**src/rtl/mem_pkg.sv**
```systemverilog
`default_nettype none
// ============================================================================
// Module      : mem_pkg
// Description : Shared types and constants for the data-port memory access
//               unit. Holds the access-size encoding, the access-unit FSM
//               states and the base lane-enable patterns.
// Ports       : none (package)
// Revision    : 1.0 - initial release
// ============================================================================
package mem_pkg;

    // Encoding matches the req_size field; 2'b11 is not a legal access size.
    typedef enum logic [1:0] {
        SIZE_BYTE = 2'b00,
        SIZE_HALF = 2'b01,
        SIZE_WORD = 2'b10
    } access_size_t;

    typedef enum logic [1:0] {
        IDLE      = 2'b00,
        LOAD_WAIT = 2'b01,
        RESP      = 2'b10
    } lsu_state_t;

    // Lane patterns for an access at byte offset 0; shifted by the offset.
    localparam logic [3:0] BE_BYTE = 4'b0001;
    localparam logic [3:0] BE_HALF = 4'b0011;
    localparam logic [3:0] BE_WORD = 4'b1111;

endpackage : mem_pkg
`default_nettype wire

```
**src/rtl/load_extract.sv**
```systemverilog
`default_nettype none
// ============================================================================
// Module      : load_extract
// Description : Combinational load-data aligner. Selects the addressed byte
//               or halfword lane of a memory word and sign- or zero-extends
//               it to 32 bits. Word accesses pass through unchanged.
// Ports       : rdata       in  32  word read from memory
//               off         in  2   byte offset of the access in the word
//               size        in  2   access size (access_size_t)
//               is_unsigned in  1   1 = zero-extend, 0 = sign-extend
//               data        out 32  extended load value
// Revision    : 1.0 - initial release
// ============================================================================
module load_extract
    import mem_pkg::*;
(
    input  logic [31:0]  rdata,
    input  logic [1:0]   off,
    input  access_size_t size,
    input  logic         is_unsigned,
    output logic [31:0]  data
);

    logic [7:0]  w_byte;
    logic [15:0] w_half;

    always_comb begin
        // Halfwords are 2-byte aligned, so only off[1] picks the half.
        w_byte = rdata[{off, 3'b000} +: 8];
        w_half = rdata[{off[1], 4'b0000} +: 16];

        case (size)
            SIZE_BYTE: data = is_unsigned ? {24'd0, w_byte} : {{24{w_byte[7]}}, w_byte};
            SIZE_HALF: data = is_unsigned ? {16'd0, w_half} : {{16{w_half[15]}}, w_half};
            default:   data = rdata;
        endcase
    end

endmodule : load_extract
`default_nettype wire

```
**src/rtl/mem_access_unit.sv**
```systemverilog
`default_nettype none
// ============================================================================
// Module      : mem_access_unit
// Description : Data-port initiator for the dual-port BRAM main memory.
//               Converts byte/half/word loads and stores into word-aligned
//               memory commands with lane enables, absorbs the one-cycle read
//               latency and returns extended load data. Misaligned, illegal
//               size and out-of-range requests fault without touching memory.
// Ports       : clk, rst_n                         clock, async active-low reset
//               req_valid/req_ready                 request handshake
//               req_we, req_size, req_unsigned      request attributes
//               req_addr, req_wdata                 byte address, store data
//               resp_valid/resp_ready               response handshake
//               resp_rdata, resp_fault              response payload
//               mem_addr, mem_wdata, mem_data_en,
//               mem_write_en, mem_rdata             memory port B
// Revision    : 1.0 - initial release
// ============================================================================
module mem_access_unit
    import mem_pkg::*;
#(
    parameter  int MEM_SIZE = 8192,
    localparam int AW       = $clog2(MEM_SIZE)
) (
    input  logic          clk,
    input  logic          rst_n,
    input  logic          req_valid,
    output logic          req_ready,
    input  logic          req_we,
    input  logic [1:0]    req_size,
    input  logic          req_unsigned,
    input  logic [31:0]   req_addr,
    input  logic [31:0]   req_wdata,
    output logic          resp_valid,
    input  logic          resp_ready,
    output logic [31:0]   resp_rdata,
    output logic          resp_fault,
    output logic [AW-1:0] mem_addr,
    output logic [31:0]   mem_wdata,
    input  logic [31:0]   mem_rdata,
    output logic [3:0]    mem_data_en,
    output logic          mem_write_en
);

    localparam logic [31:0] MEM_LIMIT = 32'(MEM_SIZE);

    lsu_state_t   r_state;
    lsu_state_t   w_next_state;
    access_size_t w_size;
    logic [1:0]   w_off;
    logic         w_fault;
    logic         w_accept;
    logic         w_cmd;
    logic [3:0]   w_lanes;
    logic [31:0]  w_lane_wdata;
    logic [31:0]  w_ext;

    logic [1:0]   r_off;
    access_size_t r_size;
    logic         r_unsigned;
    logic [31:0]  r_rdata;
    logic         r_fault;

    assign w_size = access_size_t'(req_size);
    assign w_off  = req_addr[1:0];

    // No address wrap: anything at or beyond the memory size is rejected.
    assign w_fault = (req_size == 2'b11)
                  || ((w_size == SIZE_HALF) && req_addr[0])
                  || ((w_size == SIZE_WORD) && (req_addr[1:0] != 2'b00))
                  || (req_addr >= MEM_LIMIT);

    // Lane enables and lane-replicated store data for the addressed bytes.
    always_comb begin
        w_lanes      = '0;
        w_lane_wdata = '0;
        case (w_size)
            SIZE_BYTE: begin
                w_lanes      = BE_BYTE << w_off;
                w_lane_wdata = {4{req_wdata[7:0]}};
            end
            SIZE_HALF: begin
                w_lanes      = BE_HALF << w_off;
                w_lane_wdata = {2{req_wdata[15:0]}};
            end
            default: begin
                w_lanes      = BE_WORD;
                w_lane_wdata = req_wdata;
            end
        endcase
    end

    // ---------------------------------------------------------------- FSM
    always_ff @(posedge clk or negedge rst_n) begin
        if (!rst_n) begin
            r_state <= IDLE;
        end else begin
            r_state <= w_next_state;
        end
    end

    always_comb begin
        w_next_state = r_state;
        req_ready    = 1'b0;
        resp_valid   = 1'b0;
        w_accept     = 1'b0;
        unique case (r_state)
            IDLE: begin
                req_ready = 1'b1;
                if (req_valid) begin
                    w_accept     = 1'b1;
                    w_next_state = (w_fault || req_we) ? RESP : LOAD_WAIT;
                end
            end
            LOAD_WAIT: begin
                w_next_state = RESP;
            end
            RESP: begin
                resp_valid = 1'b1;
                if (resp_ready) begin
                    w_next_state = IDLE;
                end
            end
            default: begin
                w_next_state = IDLE;
            end
        endcase
    end

    // Memory command exists only in the accept cycle of a legal request.
    // rst_n is folded in so an asserted reset kills a command immediately,
    // without waiting for the state register to be observed.
    assign w_cmd        = rst_n && w_accept && !w_fault;
    assign mem_write_en = w_cmd && req_we;
    assign mem_data_en  = w_cmd ? w_lanes : 4'b0000;
    assign mem_addr     = w_cmd ? req_addr[AW-1:0] : '0;
    assign mem_wdata    = w_cmd ? w_lane_wdata : 32'd0;

    // ---------------------------------------------------------- datapath
    load_extract u_load_extract (
        .rdata       (mem_rdata),
        .off         (r_off),
        .size        (r_size),
        .is_unsigned (r_unsigned),
        .data        (w_ext)
    );

    always_ff @(posedge clk or negedge rst_n) begin
        if (!rst_n) begin
            r_off      <= 2'b00;
            r_size     <= SIZE_BYTE;
            r_unsigned <= 1'b0;
            r_rdata    <= 32'd0;
            r_fault    <= 1'b0;
        end else if (w_accept) begin
            r_fault <= w_fault;
            r_rdata <= 32'd0;
            if (!req_we) begin
                r_off      <= w_off;
                r_size     <= w_size;
                r_unsigned <= req_unsigned;
            end
        end else if (r_state == LOAD_WAIT) begin
            r_rdata <= w_ext;
        end else if (resp_valid && resp_ready) begin
            r_rdata <= 32'd0;
            r_fault <= 1'b0;
        end
    end

    assign resp_rdata = r_rdata;
    assign resp_fault = r_fault;

endmodule : mem_access_unit
`default_nettype wire
```
**config.mk**
```make
export PLATFORM = sky130hd
export DESIGN_NAME = mem_access_unit
export DESIGN_NICKNAME = d
export VERILOG_FILES = /design/src/rtl/mem_pkg.sv /design/src/rtl/load_extract.sv /design/src/rtl/mem_access_unit.sv
export SDC_FILE = /design/constraint.sdc
export NUM_CORES = 1
export LEC_CHECK = 0
export CORE_AREA = 2 2 73 75
export DETAILED_ROUTE_END_ITERATION = 12
export DIE_AREA = 0 0 75 77
export DONT_BUFFER_PORTS = 1
export HOLD_SLACK_MARGIN = 0.08
export PLACE_DENSITY = 0.77
export SKIP_LAST_GASP = 1
export SLEW_MARGIN = 10
export SYNTH_ARGS = -nofsm -noshare
export SYNTH_HDL_FRONTEND = slang
export SYNTH_SLANG_ARGS = --single-unit
```
**constraint.sdc**
```tcl
create_clock -name clk -period 3.37 [get_ports clk]
set_clock_uncertainty 0.05 [all_clocks]
set_input_delay 0.5055 -clock clk [delete_from_list [all_inputs] [get_ports clk]]
set_output_delay 0.5055 -clock clk [all_outputs]
set_load 0.02 [all_outputs]
```
* Yosys cells after proc, flatten, opt, wreduce, memory -nomap -nowiden
Cells that the tools add are included.
** Storage, ports and cells
- Bits of input ports :: 104
- Logic and storage cells :: 63
- Output and inout port bits :: 85
- Register bits :: 40
** Operators by class
- Equality and inequality tests :: 9
- Magnitude comparators :: 1
- Reduce and logical (&&, ||, !) cells :: 20
- Shifts and indexed selects :: 4
- Mux-type cells :: 22
- Bitwise logic cells :: 1
** Operator list (number)
- two-way mux 32 bit :: 6
- case mux 32 bit (2 select lines) :: 2
- greater-or-equal comparator 32 x 14 -> 1 bit (second input constant) :: 1
- indexed part select 32 x 6 -> 16 bit :: 1
- indexed part select 32 x 6 -> 8 bit :: 1
- two-way mux 13 bit :: 1
- case mux 4 bit (2 select lines) :: 1
- two-way mux 1 bit :: 7
- equality test 2 x 1 -> 1 bit (second input constant) :: 3
- equality test 2 bit (second input constant) :: 3
- logical AND 1 bit :: 6
- zero test 2 bit :: 3
- two-way mux 2 bit :: 3
- inequality test 2 bit (second input constant) :: 3
- case mux 2 bit (3 select lines) :: 1
- AND reduction 2 bit :: 3
- logical OR 1 bit :: 4
- two-way mux 4 bit :: 1
- nonzero test 2 bit :: 2
- left shift 1 x 2 -> 4 bit (first input constant) :: 1
- left shift 2 x 2 -> 4 bit (first input constant) :: 1
- nonzero test 3 bit :: 1
- zero test 1 bit :: 1
- inverter 1 bit :: 1

* Depth between registers and ports, before layout
- Depth after elaboration :: 9
- Depth in mapped cells :: 6
- Depth with buffers taken out :: 4

* Modules after synthesis
From an unflattened synthesis, not the netlist that was laid out.
** Second synthesis, totals
- Cell total of the unflattened synthesis :: 344
- Area, all modules :: 2909.0 µm²
** Modules (own cells, without submodules)
- mem_access_unit :: seq. area each 1001.0 µm², area an instance 2194.6 µm², times used 1, cells each 227
- load_extract :: seq. area each 0.0 µm², area an instance 714.4 µm², times used 1, cells each 117

* Worst setup path before layout
No wires, ideal clock.
- Kind :: input -> output
- Start point :: input req_addr[31]
- End point :: output mem_wdata[13]
- Path slack :: 1.051 ns
- Cell stages on the path :: 5
- Path buffers :: 1
- Arrival :: 1.763 ns
- Data required time :: 2.814 ns
- Cells stage by stage :: nor4_1 -> o2111a_1 -> nand3_2 -> buf_2 -> a21oi_1
** On the way
- Cells in the longest elaborated chain, start to end :: 5
** RTL lines
- start, declared :: line mem_access_unit.sv:32 : input logic [31:0] req_addr,
- greater-or-equal comparator 32 x 14 -> 1 bit :: line mem_access_unit.sv:71 : || (req_addr >= MEM_LIMIT);
- logical OR 1 bit :: line mem_access_unit.sv:71
- zero test 1 bit :: line mem_access_unit.sv:133 : assign w_cmd = rst_n && w_accept && !w_fault;
- logical AND 1 bit :: line mem_access_unit.sv:133
- two-way mux 32 bit :: line mem_access_unit.sv:137 : assign mem_wdata = w_cmd ? w_lane_wdata : 32'd0;
- end, declared :: line mem_access_unit.sv:39 : output logic [31:0] mem_wdata,
Every way passes these cells.

* Worst setup path after layout
- Start point :: register r_state[1]
- End point :: output mem_wdata[13]
** On the way
- Cells in the longest elaborated chain, start to end :: 5
** RTL lines
- start, declared :: line mem_access_unit.sv:47 : lsu_state_t r_state;
- start signal, assigned :: line mem_access_unit.sv:98 : r_state <= w_next_state;
- zero test 2 bit :: line mem_access_unit.sv:107 : unique case (r_state)
- two-way mux 1 bit :: line mem_access_unit.sv:107
- logical AND 1 bit (2 in a row) :: line mem_access_unit.sv:133
- two-way mux 32 bit :: line mem_access_unit.sv:137
Every way passes these cells.

==> flow_summary.rst <==
.. list-table::
   :header-rows: 1

   * - Metric
     - Value
   * - Result of the run
     - finished clean
   * - Total setup violations reported at the end of the flow
     - 0
   * - Global-route wire length before repair
     - roughly 12000 microns
   * - Pin count of the biggest net entering global routing
     - 41
   * - Setup TNS
     - 0 ns
   * - Count of final hold-check violations
     - 0
   * - Signed area change from the synthesized netlist to the final layout
     - 5.168%
   * - Num ports
     - ~190
   * - Total iterations of the first detailed-routing run
     - 4
   * - Achievable clock frequency
     - approximately 360 MHz
   * - Fraction of layout cells with a size suffix above 1
     - approximately 7.7%
   * - # rows
     - 26
   * - Fin util
     - 58.32%
   * - Drt initial violations
     - 163
   * - Avg WL per Cell
     - 20.09 microns
   * - Cells along the critical path
     - nor2_1, buf_4, and3_1, nand3_2, a21oi_1
   * - Biggest fanout along the worst timing path
     - 28
   * - Detailed placement HPWL
     - 5770 microns
   * - Horizontal die dimension
     - between 70 and 80 microns
   * - Maximum clock path buffer count
     - 2
   * - Number of buffers created by CTS
     - 5
   * - Family of cells with the greatest summed delay on the critical path
     - simple AND/OR/NAND/NOR gates
   * - Gpl congestion
     - 0.9109
   * - H-tree depth
     - 2
   * - Dominant cell by count in the synthesized netlist
     - dfrtp_1
   * - Worst-skew pair later-pin latency
     - 0.29 ns
   * - Leakage power
     - 1.224 nW
   * - GRT Total Usage
     - 25.83%
   * - Delay contributed by the slowest stage of the critical path
     - 0.57 ns
   * - Period minus WS final
     - 2.800 ns
   * - Net count of the mapped netlist
     - 428
   * - Setup repair after global routing missed its margin
     - no
   * - Slew at the pin closest to its max-slew limit
     - 0.8573 ns
   * - Type of the worst setup path
     - reg2out
   * - Layout fillers
     - 443
   * - Worst hold path type
     - in2reg
   * - Pre-CTS setup slack
     - 0.7069 ns
   * - Relative slew slack
     - between 40% and 50%
   * - Dpl cells
     - 370
   * - Total wirelength of the detailed-routed design
     - approximately 7600 microns
   * - Number of buffer and inverter stages on the critical path
     - 1
   * - WP data required
     - 2.81 ns
   * - Library cells used by synthesis
     - 39
   * - Per-cell via count in the routed design
     - 6.624
   * - Final max-slew violation count
     - 0
   * - Setup crit start kind
     - flip-flop
   * - Area of all placed cells without fillers
     - 2903 sq um
   * - Overall overflow remaining after global route
     - 0
   * - Clock tree root buffer cell
     - clkbuf_8
   * - Number of sinks on the clock net
     - 40
   * - Share of the synthesized area in the top cell type
     - 36.26%
   * - Total of buffers placed on input and output ports
     - 0
   * - Placeable core region
     - 4977 sq um
   * - Number of flip-flops and latches in the synthesized netlist
     - 40
   * - Share of synthesized registers carrying an async set or reset
     - 100.0%
   * - Worst endpoint data arrival time
     - ~2.2 ns
   * - Number of global-route vias before repair
     - 2402
   * - Portion of the clock cycle consumed by the worst path in the final layout
     - 83.10%
   * - Post-place instance area
     - 2746 sq um
   * - TritonCTS clock tree
     - done
   * - Initial cell density of the core
     - between 50% and 60%
   * - Number of remaining DRC errors
     - 0
   * - Number of nets in the layout
     - 413
   * - Synthesized cell area
     - 2760 sq um
   * - Worst-path clk slew
     - 0.08 ns
   * - Setup ws final
     - 0.5697 ns
   * - Mean cell area of the mapped netlist
     - 8.519 sq um
   * - Count of yosys warnings during synthesis
     - 0
   * - Antenna viol nets, final
     - 0
   * - Worst IR drop on VDD
     - 0.0001837 V
   * - Initial antenna violation count
     - 1
   * - Hold slack final
     - 0.2333 ns
   * - Die ar.
     - ~5800 sq um
   * - Pwr dens
     - 442.0 nW/um^2
   * - Chip height
     - 77 microns
   * - Library cell occupying the most area in the post-synthesis netlist
     - dfrtp_1
   * - Critical path capture point type
     - output port
   * - Slowest stage cell on the critical path
     - a21oi_1
   * - Non-filler instance count after layout
     - 380
   * - Synth area leaders
     - dfrtp_1, mux2i_1, a21oi_1
   * - Antenna fix cells
     - 0
   * - Predominant post-synthesis flop cell
     - dfrtp_1
   * - Tot Pwr
     - around 1.3 mW
   * - Ranking of synthesized cells by instance count
     - dfrtp_1, a21oi_1, nand2_1, nor2_1, o21ai_0
   * - Seq/Total Area, Yosys
     - 36.26%
   * - Via count
     - between 2000 and 3000
   * - Number of max-cap violations
     - 0
   * - EDFF count, synth
     - 0
   * - Post-Syn Instances
     - 324
-- registers in the layout (all words and copies together) (netlist names) --
signal      count
r_size          2
r_off           2
resp_fault      1
resp_rdata     32
r_state         2
r_unsigned      1
-- cell families after synthesis --
| kind of cell | share of synthesized area [%] |
|---|---|
| DFF | 36.26 |
| muxes | 12.15 |
| and+or+nand+nor | 21.44 |
| buffers and inverters | 4.714 |
| AOI/OAI and AO/OA | 25.43 |
-- cell type report --
type                       instances  area [sq um]  area share (%)
clock buffer                       7         96.34           3.319
clock inverter                     1         30.03           1.034
inverter                           2         7.507          0.2586
multi-input combinational        256          1635           56.34
sequential                        40          1001           34.48
tap                               70         87.58           3.017
timing repair buffer               4         45.04           1.552
-- worst paths after layout --
path                                           start                          to  slack, ns  depth (start not counted)
max in group asynchronous                      rst_n  resp_rdata[17]$_DFFE_PN0P_       2.46                          2
min in group asynchronous                      rst_n  resp_rdata[29]$_DFFE_PN0P_       0.62                          2
hold / removal                                req_we      r_state[0]$_DFFE_PN0P_       0.23                          1
setup reg to reg                r_off[1]$_DFFE_PN0P_   resp_rdata[3]$_DFFE_PN0P_       1.30                          4
hold reg to reg            resp_rdata[3]$_DFFE_PN0P_   resp_rdata[3]$_DFFE_PN0P_       0.57                          2
setup / recovery              r_state[1]$_DFFE_PN0P_               mem_wdata[13]       0.57                          5
-- cells in the final DEF (no fill, tap or decap), types with 2 or more instances in the layout --
master    synthesis  layout
nor2b_1           6       6
dfrtp_1          40      40
o22ai_1           6       6
buf_4             0       2
nand2_1          34      34
and2_1           23      23
clkbuf_8          0       7
inv_1             2       2
or3_1             8       8
a221o_1          16      16
mux2i_1          23      23
o21ai_0          28      28
nor3_1            2       2
nor4_1            5       5
a21oi_1          35      35
o31ai_1           3       3
nor2_1           34      34
and3_1            3       3
mux2_2            6       6
o221ai_1          7       7
-- timing repair --
item,in CTS,in global routing
resized for setup,0,0
buffers inserted,0,0
hold buffers,2,0
hold endpoints to repair,40,0
-- per-layer routing --
metal	wire length (microns)	track usage, %	vias up
met3	662	7.227	19
li1	-	-	1155
met4	176	8.571	2
met5	13	0	-
met1	2982	31.36	1206
met2	3800	43.07	135
-- where the power goes --
part           total, mW  internal [mW]  switching, mW
logic              0.285          0.134          0.151
clock network      0.423          0.261          0.161
registers          0.575          0.500         0.0751
total               1.28          0.895          0.388
Power figures use the tool's default switching activity.
